File: src/rtl/fifo_uart_pkg.sv
// Shared types and constants for the FIFO-fed UART transmit path.
package fifo_uart_pkg;

  typedef enum logic [2:0] {
    IDLE  = 3'd0,
    FETCH = 3'd1,
    START = 3'd2,
    DATA  = 3'd3,
    STOP  = 3'd4
  } uart_state_t;

  localparam int UART_BITS        = 8;
  localparam int CLKS_PER_BIT_DEF = 16;

endpackage

File: src/rtl/uart_baud_ctr.sv
// Bit-period counter: counts 0..CLKS_PER_BIT-1 and flags the terminal count.
module uart_baud_ctr #(
  parameter int CLKS_PER_BIT = 16,
  parameter int CNT_W        = $clog2(CLKS_PER_BIT)
) (
  input  logic             clk,
  input  logic             rst,
  input  logic             clr,
  output logic [CNT_W-1:0] count,
  output logic             tick
);

  localparam logic [CNT_W-1:0] TC = CNT_W'(CLKS_PER_BIT - 1);

  logic [CNT_W-1:0] count_r;

  // Count register: synchronous clear, wrap to zero after terminal count
  always_ff @(posedge clk) begin
    if (rst) begin
      count_r <= {CNT_W{1'b0}};
    end else if (clr) begin
      count_r <= {CNT_W{1'b0}};
    end else if (count_r == TC) begin
      count_r <= {CNT_W{1'b0}};
    end else begin
      count_r <= count_r + CNT_W'(1);
    end
  end

  assign count = count_r;
  assign tick  = (count_r == TC);

endmodule

File: src/rtl/fifo_uart_tx.sv
// Drains the byte FIFO one entry at a time and serialises each byte as a
// UART 8N1 frame, LSB first, on a registered tx line.
module fifo_uart_tx
  import fifo_uart_pkg::*;
#(
  parameter int CLKS_PER_BIT = CLKS_PER_BIT_DEF,
  parameter int DATA_W       = UART_BITS
) (
  input  logic              clk,
  input  logic              rst,
  input  logic              enable,
  input  logic              fifo_empty,
  output logic              fifo_rd_en,
  input  logic [DATA_W-1:0] fifo_rdata,
  output logic              tx,
  output logic              busy,
  output logic              frame_done
);

  localparam int            CW     = $clog2(CLKS_PER_BIT);
  localparam logic [CW-1:0] PRE_TC = CW'(CLKS_PER_BIT - 2);

  uart_state_t       state_r;
  uart_state_t       next_state_s;
  logic [DATA_W-1:0] shift_r;
  logic [DATA_W-1:0] shift_next_s;
  logic [2:0]        bit_cnt_r;
  logic              tx_r;
  logic              tx_next_s;
  logic              busy_r;
  logic              frame_done_r;
  logic              rd_en_s;
  logic              baud_clr_s;
  logic              baud_tick_s;
  logic [CW-1:0]     baud_cnt_s;

  assign baud_clr_s = (state_r == IDLE) || (state_r == FETCH);

  uart_baud_ctr #(
    .CLKS_PER_BIT (CLKS_PER_BIT),
    .CNT_W        (CW)
  ) u_baud (
    .clk   (clk),
    .rst   (rst),
    .clr   (baud_clr_s),
    .count (baud_cnt_s),
    .tick  (baud_tick_s)
  );

  // Next state, next shift value and the tx level the next state will drive
  always_comb begin
    next_state_s = state_r;
    shift_next_s = shift_r;
    rd_en_s      = 1'b0;
    tx_next_s    = 1'b1;
    case (state_r)
      IDLE: begin
        if (enable && !fifo_empty) begin
          rd_en_s      = 1'b1;
          next_state_s = FETCH;
        end else begin
          next_state_s = IDLE;
        end
      end
      FETCH: begin
        shift_next_s = fifo_rdata;
        next_state_s = START;
      end
      START: begin
        if (baud_tick_s) begin
          next_state_s = DATA;
        end else begin
          next_state_s = START;
        end
      end
      DATA: begin
        if (baud_tick_s) begin
          shift_next_s = {1'b0, shift_r[DATA_W-1:1]};
          if (bit_cnt_r == 3'd7) begin
            next_state_s = STOP;
          end else begin
            next_state_s = DATA;
          end
        end else begin
          next_state_s = DATA;
        end
      end
      STOP: begin
        if (baud_tick_s) begin
          next_state_s = IDLE;
        end else begin
          next_state_s = STOP;
        end
      end
      default: begin
        next_state_s = IDLE;
      end
    endcase

    // tx is registered from the upcoming state so it changes exactly on entry
    case (next_state_s)
      START:   tx_next_s = 1'b0;
      DATA:    tx_next_s = shift_next_s[0];
      default: tx_next_s = 1'b1;
    endcase
  end

  // State, datapath and registered line outputs
  always_ff @(posedge clk) begin
    if (rst) begin
      state_r      <= IDLE;
      shift_r      <= {DATA_W{1'b0}};
      bit_cnt_r    <= 3'd0;
      tx_r         <= 1'b1;
      busy_r       <= 1'b0;
      frame_done_r <= 1'b0;
    end else begin
      state_r      <= next_state_s;
      shift_r      <= shift_next_s;
      tx_r         <= tx_next_s;
      busy_r       <= (next_state_s != IDLE);
      // one cycle early so the pulse lands on the last stop-bit cycle
      frame_done_r <= (state_r == STOP) && (baud_cnt_s == PRE_TC);
      if (state_r == FETCH) begin
        bit_cnt_r <= 3'd0;
      end else if ((state_r == DATA) && baud_tick_s && (bit_cnt_r != 3'd7)) begin
        bit_cnt_r <= bit_cnt_r + 3'd1;
      end else begin
        bit_cnt_r <= bit_cnt_r;
      end
    end
  end

  assign fifo_rd_en = rd_en_s && !rst;
  assign tx         = tx_r;
  assign busy       = busy_r;
  assign frame_done = frame_done_r;

endmodule

File: config.mk
export PLATFORM = sky130hd
export DESIGN_NAME = fifo_uart_tx
export DESIGN_NICKNAME = d
export VERILOG_FILES = /design/src/rtl/fifo_uart_pkg.sv /design/src/rtl/uart_baud_ctr.sv /design/src/rtl/fifo_uart_tx.sv
export SDC_FILE = /design/constraint.sdc
export NUM_CORES = 1
export LEC_CHECK = 0
export CAP_MARGIN = 20
export CORE_UTILIZATION = 30
export CTS_CLUSTER_SIZE = 8
export DETAILED_ROUTE_END_ITERATION = 10
export GPL_TIMING_DRIVEN = 0
export PLACE_DENSITY_LB_ADDON = 0.15
export SETUP_SLACK_MARGIN = 0.05
export SYNTH_ARGS = -nofsm -noshare
export SYNTH_HDL_FRONTEND = slang
export SYNTH_SLANG_ARGS = --single-unit
File: constraint.sdc
create_clock -name clk -period 1.9 [get_ports clk]
set_clock_uncertainty 0.05 [all_clocks]
set_input_delay 0.57 -clock clk [delete_from_list [all_inputs] [get_ports clk]]
set_output_delay 0.57 -clock clk [all_outputs]
set_load 0.05 [all_outputs]
# Word-level counts from Yosys, hierarchy flattened
# Index checks and enable logic that the tools add are counted.
[word_totals] regBits=21 elab_cells=46
[classes] n_addsub=2 eq_ne=11 mux=11 n_reduce_logical=14
[ops] operator="$pmux W8 S2" count=1
[ops] operator="$pmux W3 S5" count=1
[ops] operator="$eq A3 B2 Y1 const B" count=4
[ops] operator="$mux W3" count=3
[ops] operator="$eq A4 B4 Y1 const B" count=2
[ops] operator="$mux W8" count=1
[ops] operator="$eq A3 B3 Y1 const B" count=2
[ops] operator="$logic_and A1 B1 Y1" count=5
[ops] operator="$add A4 B1 Y4 const B" count=1
[ops] operator="$mux W1" count=4
[ops] operator="$add A3 B1 Y3 const B" count=1
[ops] operator="$eq A3 B1 Y1 const B" count=1
[ops] operator="$logic_not A3 Y1" count=1
[ops] operator="$ne A3 B3 Y1 const B" count=1
[ops] operator="$reduce_bool A3 Y1" count=1
[ops] operator="$reduce_or A3 Y1" count=1
[ops] operator="$logic_not A1 Y1" count=2
[ops] operator="$ne A2 B2 Y1 const B" count=1
[ops] operator="$pmux W1 S2" count=1
[ops] operator="$reduce_and A2 Y1" count=1
[ops] operator="$reduce_bool A2 Y1" count=1
[ops] operator="$reduce_or A2 Y1" count=1
[ops] operator="$logic_or A1 B1 Y1" count=1

# Depth between registers and ports, before layout
# Gate-level depths: netlist of the first run.
[depth] depth_word=6 depth_mapped=6 depth_no_buf=6

# Cells and area by module
# From an unflattened synthesis of the first run, not the netlist that was laid out.
[unflattened] hier_cells=96 hier_area_um2=902.1
[modules_own_cells] module="fifo_uart_tx" instances=1 cells_each=80 area_per_inst_um2=744.5
[modules_own_cells] module="uart_baud_ctr" instances=1 cells_each=16 area_per_inst_um2=157.7

# Worst setup path before layout of the first run
# OpenSTA, ideal clock, no wires.
[synth_timing] kind="input port to output port" startpoint="input rst" endpoint="output fifo_rd_en" arrival_time_ns=1.314 t_required_ns=1.280 path_slack_ns=-0.034 stages=3 path_cell_list="clkbuf_1 > nor2_1 > and4_1"
[synth_via] elab_chain_cells=2
[synth_lines] item="start: declaration" line="fifo_uart_tx.sv:10" rtl="input logic rst,"
[synth_lines] item="$logic_not A1 Y1" line="fifo_uart_tx.sv:134" rtl="assign fifo_rd_en = rd_en_s && !rst;"
[synth_lines] item="$logic_and A1 B1 Y1" line="fifo_uart_tx.sv:134"
[synth_lines] item="end: declaration" line="fifo_uart_tx.sv:13" rtl="output logic fifo_rd_en,"
# Every way passes these cells.

# Worst setup path in the final report of the first run
[layout_timing] startpoint="register state_r[1]" endpoint="output fifo_rd_en"
[layout_via] elab_chain_cells=3
[layout_lines] item="start: declaration" line="fifo_uart_tx.sv:23" rtl="uart_state_t state_r;"
[layout_lines] item="start signal: assignment" line="fifo_uart_tx.sv:118" rtl="state_r <= next_state_s;"
[layout_lines] item="$logic_not A3 Y1" line="fifo_uart_tx.sv:56" rtl="case (state_r)"
[layout_lines] item="$mux W1" line="fifo_uart_tx.sv:56"
[layout_lines] item="$logic_and A1 B1 Y1" line="fifo_uart_tx.sv:134"
# Every way passes these cells.

==> metrics.md, run 1 <==
| Metric | Value |
|---|---|
| Largest delay contributor family on the critical path | flip-flops |
| Final core utilization | between 40% and 50% |
| Non-filler cells, final | around 170 |
| Hold Worst Slack | about 420 ps |
| Status | finished, final reports clean |
| Fmax | 0.534 GHz |
| CP max stage cell | dfxtp_2 |
| Clock transition at path regs | 130 ps |
| Library cells used by synthesis | 34 |
| Internal | just over 0.6 mW |
| Via density per instance | around 4.6 |
| Final Worst Setup Slack | around 28 ps |
| Final setup TNS | 0 ps |
| GRT overflow | 0 |
| Mapped Area | between 900 and 1000 µm² |
| Ys async rst share | 0% |
| Top_reg_cell synth | dfxtp_1 |
| RePlAce Congestion | 0.708 |
| Synth cell count leaders | dfxtp_1, nor2_1, a21oi_1, nand2_1, a22oi_1 |
| Total number of cells along the worst setup path | 4 |
| Leakage power | approximately 0.47 nW |
| Tcrit/Tclk final | a little over nine tenths |
| Reg-to-Reg Start | bit_cnt_r[0] |
| Iteration-0 DRC Markers | 26 |
| Syn. warnings | 0 |
| Register area | around 420 µm² |
| Final setup fails | 0 |
| Global-route wire length before repair | just over 3 mm |
| Max-cap viol count | 0 |
| Crit path DAT | about 1300 ps |
| Final nets | approximately 140 |
| Diodes inserted | 0 |
| Fin. Hold Viols | 0 |
| CP Max Fanout | 7 |
| Worst Setup End Kind | primary output |
| Die Y | approximately 58 µm |
| CP Cell Sequence | buf_6, nor2_4, and4_4, buf_8 |
| Worst Setup Start Kind | flop |
| Register area share after synthesis | between 40% and 50% |
| Comb pwr share | roughly 17% |
| FF-to-FF path depth | 6 |
| Root buf cell | clkbuf_4 |
| Share of cells above drive strength 1 | 21.6% |
| Top cells by area, synth | dfxtp_1, ha_1, a22oi_1 |
| Switching Fraction | between 20% and 30% |
| Max stage delay on crit path | 340 ps |
| Req. time, crit path | 1280 ps |
| DP Wirelength | around 1.3 mm |
| Most common cell in the netlist | dfxtp_1 |
| Final min period | around 1900 ps |
| Core ar. | between 3000 and 4000 µm² |
| Die width | 58.5 µm |
| Vias in the first global route | 680 |
| Pin count of the biggest net entering global routing | 13 |
| Synth area leader | dfxtp_1 |
| Cell Rows | 20 |
| Hold EP | shift_r[3] |
| Worst hold path stage count | 2 |
| Clock latency on the worst-skew pair | between 300 and 400 ps |
| Placed cells | 160 |
| Avg WL per Cell | between 10 and 15 µm |
| Clock Tree Buf Depth | 2 |
| I/O pins | 16 |
| R2R Setup Slk | roughly 170 ps |
| Mapped Cells | 102 |
| Clock share of power | between 20% and 30% |
| Worst-Margin Slew | ~570 ps |
| Worst min path class | reg2reg |
| Clock Sinks | 21 |
| Die footprint | roughly 3400 µm² |
| Final instance area | around 1300 µm² |
| Multi-input gate area | roughly 520 µm² |
| Yosys reg bits | 21 |
| GRT Total Usage | about an eighth |
| Relative slew slack | between 60 and 70% |
| Final Power | between 0.8 and 0.9 mW |
| Crit path kind | reg2out |
| Maximum vdd drop | approximately 0.00033 V |
| IO Port Bufs | 14 |
| PwrDens | ~670 nW/µm² |
| Vias | 782 |
| Post-synth top area share | 44.0% |
| Inserted Clock Buffers | 3 |
| FF-to-FF End | tx |
| Fill cells | between 300 and 400 |
| Placed standard-cell area | roughly 1200 µm² |
| Final ANT Viol Nets | 0 |
| Buf/Inv on CP | 2 |
| EDFF count, synth | 0 |
| Post-Syn Nets | around 120 |
| DRC | 0 |
| Max-slew violations | 0 |
| Routed wire length | around 1.9 mm |
| CTS tree | done |
| Initial Utilization | roughly a third |
| Reg power frac | between 50% and 60% |
| Mean Syn Cell Area | between 9 and 10 µm² |
| Hold_sp | shift_r[3] |
| DRT Pass-1 Iters | 3 |
| Area Overhead vs Synth | 31.8% |
| NetSw | between 0.2 and 0.25 mW |
| Antenna violations before repair | 0 |
| Maximum level of the CTS H-tree | 1 |
| RSZ-0062 raised after global routing | yes |
| Place WS | -751 ps |
flip-flops by register name, indices dropped and copies added (netlist names):
register / flops
bit_cnt_r: 3
busy: 1
frame_done: 1
shift_r: 8
state_r: 3
tx: 1
u_baud.count: 4
kinds of logic after synthesis:
family | count (synthesis) | synth area share, %
compound gates | 19 | 13.1
simple gates | 43 | 27.9
flops | 21 | 44.0
mux | 3 | 3.14
fa+ha+maj | 4 | 5.24
buf+inv | 9 | 3.93
xor+xnor | 3 | 2.75
layer usage:
layer | track usage [%] | vias to the layer above | wire length [µm]
met5 | 0 | - | 0
met4 | 7.14 | 0 | 15
met3 | 2.20 | 2 | 66
met2 | 19.4 | 11 | 883
met1 | 15.1 | 361 | 898
li1 | - | 408 | -
power groups by stage:
stage | Combinational [mW] | Clock [mW] | Sequential [mW]
6_report | 0.144 | 0.225 | 0.471
5_1_grt | 0.156 | 0.254 | 0.474
4_1_cts | 0.131 | 0.234 | 0.470
3_5_place_dp | 0.132 | 0 | 0.479
3_3_place_gp | 0.132 | 0 | 0.479
2_1_floorplan | 0.0690 | 0 | 0.495
timing repair:
action,CTS,global route
hold buffers,0,0
pin swaps,0,2
gates resized for setup,11,18
hold endpoints to repair,0,0
buffers inserted,0,5
endpoints found under the setup margin,4,1
worst min-delay path, cell delays in order (launching register included):
cell     delay (ps)
dfxtp_1         330
nand2_1          50
a21oi_1          50
cells in the final DEF (no fill, tap or decap), types with 3 or more instances in the layout:
cell type | netlist | layout
nor2_1 | 11 | 9
inv_1 | 4 | 4
or3_1 | 3 | 3
nor3_1 | 3 | 3
buf_4 | 0 | 5
clkdlybuf4s50_1 | 0 | 8
clkbuf_4 | 0 | 3
nand2_1 | 8 | 8
dlygate4sd2_1 | 0 | 3
mux2i_1 | 3 | 3
a22oi_1 | 6 | 6
nor3_2 | 3 | 3
a21oi_1 | 8 | 8
ha_1 | 4 | 4
dfxtp_1 | 21 | 19
area by class of cell:
class | count | area share (%)
sequential | 21 | 33.6
inverter | 4 | 1.19
buffer | 5 | 3.18
clock buffer | 3 | 1.79
multi-input combinational | 72 | 40.9
clock inverter | 1 | 0.397
timing repair buffer | 19 | 14.6
tap | 44 | 4.37
worst max path at each step:
| stage | startpoint | slack (ps) | endpoint |
|---|---|---|---|
| 6_report | state_r[1] | 30 | fifo_rd_en |
| 5_1_grt | state_r[1] | -20 | fifo_rd_en |
| 4_1_cts | enable | -130 | fifo_rd_en |
| 3_5_place_dp | enable | -750 | fifo_rd_en |
| 3_3_place_gp | enable | -750 | fifo_rd_en |
| 2_1_floorplan | rst | 60 | fifo_rd_en |
Note: power is estimated with default switching activity, not from simulation.
==> run 2, diff against run 1 <==
--- a/config.mk
+++ b/config.mk
@@ -5,10 +5,11 @@
 export SDC_FILE = /design/constraint.sdc
 export NUM_CORES = 1
 export LEC_CHECK = 0
-export CAP_MARGIN = 20
+export CAP_MARGIN = 10
 export CORE_UTILIZATION = 30
 export CTS_CLUSTER_SIZE = 8
 export DETAILED_ROUTE_END_ITERATION = 10
+export DONT_BUFFER_PORTS = 1
 export GPL_TIMING_DRIVEN = 0
 export PLACE_DENSITY_LB_ADDON = 0.15
 export SETUP_SLACK_MARGIN = 0.05
==> run 2 against run 1 <==
  * Global-route usage fell by 0.15 points
  * Register-to-register slack barely moved
  * Routed wire length fell by 2.4%
  * Fmax rose by 4.1%
  * Clock-buffer cell count did not move
  * Critical path type unchanged
  * Highest routed layer unchanged
==> metrics.md, run 2 (synthesis results as in run 1) <==
| Metric | Value |
|---|---|
| Status | finished, final reports clean |
| Clock latency on the worst-skew pair | 300 ps (about the same) |
| Worst Setup End Kind | primary output |
| Routed wire length | 1.82 mm (-2.4%) |
| Vias | 768 (-1.8%) |
| Via density per instance | 5.02 (+8.5%) |
| Req. time, crit path | 1280 ps (about the same) |
| Final Power | 0.805 mW (-4.2%) |
| Cell Rows | 20 (unchanged) |
| Final min period | 1800 ps (-73.4 ps) |
| Vias in the first global route | 745 (+9.6%) |
| Hold Worst Slack | 358 ps (-57.7 ps) |
| Max FFs per register | 8 (unchanged) |
| Final setup fails | 0 (unchanged) |
| Final instance area | 1110 µm² (-12%) |
| Switching Fraction | 27.8% (about the same) |
| CTS tree | done |
| Internal | 0.581 mW (-4.2%) |
| RSZ-0062 raised after global routing | no |
| Maximum vdd drop | 0.000275 V (-17%) |
| DRC | 0 (unchanged) |
| Max-slew violations | 0 (unchanged) |
| Clock transition at path regs | 130 ps (about the same) |
| Tcrit/Tclk final | 94.6% (-3.9 points) |
| Inserted Clock Buffers | 3 (unchanged) |
| Die Y | 58.5 µm (unchanged) |
| DP Wirelength | 1.31 mm (+1.8%) |
| RePlAce Congestion | 0.740 (+4.6%) |
| Core ar. | 3030 µm² (unchanged) |
| Diodes inserted | 0 (unchanged) |
| Hold_buf cts | 0 (unchanged) |
| Clock share of power | 27.4% (+0.6 points) |
| Worst-Margin Slew | 517 ps (-55.1 ps) |
| Place WS | -52.0 ps (+699 ps) |
| Iteration-0 DRC Markers | 50 (+92%) |
| Final ANT Viol Nets | 0 (unchanged) |
| Commonest non-fill, non-tap cells in the layout | dfxtp_1, nor2_1, nand2_1, a21oi_1, a22oi_1 |
| CP Max Fanout | 2 (-5) |
| Final nets | 126 (-11%) |
| Comb pwr share | 11.7% (-5.4 points) |
| Die width | 58.5 µm (unchanged) |
| Die footprint | 3420 µm² (unchanged) |
| Crit path DAT | 1180 ps (-70 ps) |
| Pin count of the biggest net entering global routing | 13 (unchanged) |
| PwrDens | 728 nW/µm² (+9.2%) |
| I/O pins | 16 (unchanged) |
| Share of cells above drive strength 1 | 22.9% (+1.3 points) |
| Top reg by flops | shift_r |
| Root buf cell | clkbuf_4 |
| NetSw | 0.224 mW (-4.2%) |
| Commonest non-fill, non-tap cell in the layout | dfxtp_1 |
| Reg power frac | 60.9% (+4.8 points) |
| Worst Setup Start Kind | flop |
| Global-route wire length before repair | 3.13 mm (+1.6%) |
| Final core utilization | 36.5% (-5.1 points) |
| IO Port Bufs | 0 (-14) |
| Final Worst Setup Slack | 102 ps (+73.4 ps) |
| Placed standard-cell area | 1010 µm² (-12%) |
| Clock Sinks | 21 (unchanged) |
| Worst min path class | in2reg |
| Fmax | 0.556 GHz (+4.1%) |
| Clock Tree Buf Depth | 2 (unchanged) |
| DRT Pass-1 Iters | 6 (+3) |
| GRT Total Usage | 11.9% (-0.15 points) |
| Leakage power | 0.379 nW (-20%) |
| Initial Utilization | 31.6% (unchanged) |
| Antenna violations before repair | 0 (unchanged) |
| GRT overflow | 0 (unchanged) |
| Fill cells | 319 (+4.2%) |
| Crit path kind | reg2out |
| Fin. Hold Viols | 0 (unchanged) |
| Area Overhead vs Synth | 15.7% |
| Maximum level of the CTS H-tree | 1 (unchanged) |
| Relative slew slack | 65.2% (+3.7 points) |
| Max-cap viol count | 0 (unchanged) |
| Avg WL per Cell | 11.9 µm (+7.8%) |
## run 2: changes by cell type in the layout (fill, tap and decap cells not counted), sizes merged
cell	delta
dlygate4sd2	-3
clkdlybuf4s50	-8
clkbuf	-1
buf	-2
dlymetal6s2s	-2
## run 2: metal layers
metal	up-vias	GRT usage, %	part of all wire [%]
li1	378	-	-
met1	371	13.9	46
met2	17	20.5	49
met3	2	2.42	4.0
met4	0	6.12	0.93
met5	-	0	0
## run 2: per-stage QoR
stage / instances / setup TNS (ps)
finish: 153 / 0
detailed placement: 146 / -52.0
global placement: 146 / -57.8
global route: 153 / 0
floorplan: 102 / 0
CTS: 153 / 0
## run 2: final cells by class
class                           instances  area, µm²  share of cell area [%]
Sequential cell                        21        424                    38.3
Clock buffer                            3       22.5                    2.04
Tap cell                               44       55.1                    4.98
Buffer                                  5       40.0                    3.62
Clock inverter                          1       5.00                   0.452
Multi-Input combinational cell         72        522                    47.2
Timing Repair Buffer                    3       22.5                    2.04
Inverter                                4       15.0                    1.36
## run 2: power groups by stage
| stage | logic, mW | registers, mW | clock network (mW) |
|---|---|---|---|
| after global routing | 0.106 | 0.493 | 0.245 |
| final | 0.0945 | 0.490 | 0.221 |
| after detailed placement | 0.0838 | 0.498 | 0 |
| after CTS | 0.0954 | 0.489 | 0.232 |
| after floorplan | 0.0690 | 0.495 | 0 |
| after global placement | 0.0831 | 0.498 | 0 |
## run 2: critical path, stage by stage (launching register included)
cell     delay [ps]
dfxtp_2         350
buf_8           120
nor2_4           70
and4_4          330
## run 2: timing repair
| action | in CTS | in global routing |
|---|---|---|
| buffers inserted | 3 | 0 |
| cloned | 0 | 0 |
| gates resized for setup | 12 | 4 |
| setup endpoints to repair | 1 | 5 |
| pin swaps | 2 | 3 |
| hold endpoints to repair | 0 | 0 |
## run 2: path summary, 6_finish.rpt
| path | depth (start not counted) | to | from | slack (ps) |
|---|---|---|---|---|
| min | 2 | shift_r[7] | fifo_rdata[7] | 360 |
| min reg2reg | 2 | shift_r[3] | shift_r[3] | 420 |
| max reg2reg | 6 | tx | bit_cnt_r[0] | 180 |
| max | 3 | fifo_rd_en | state_r[2] | 100 |
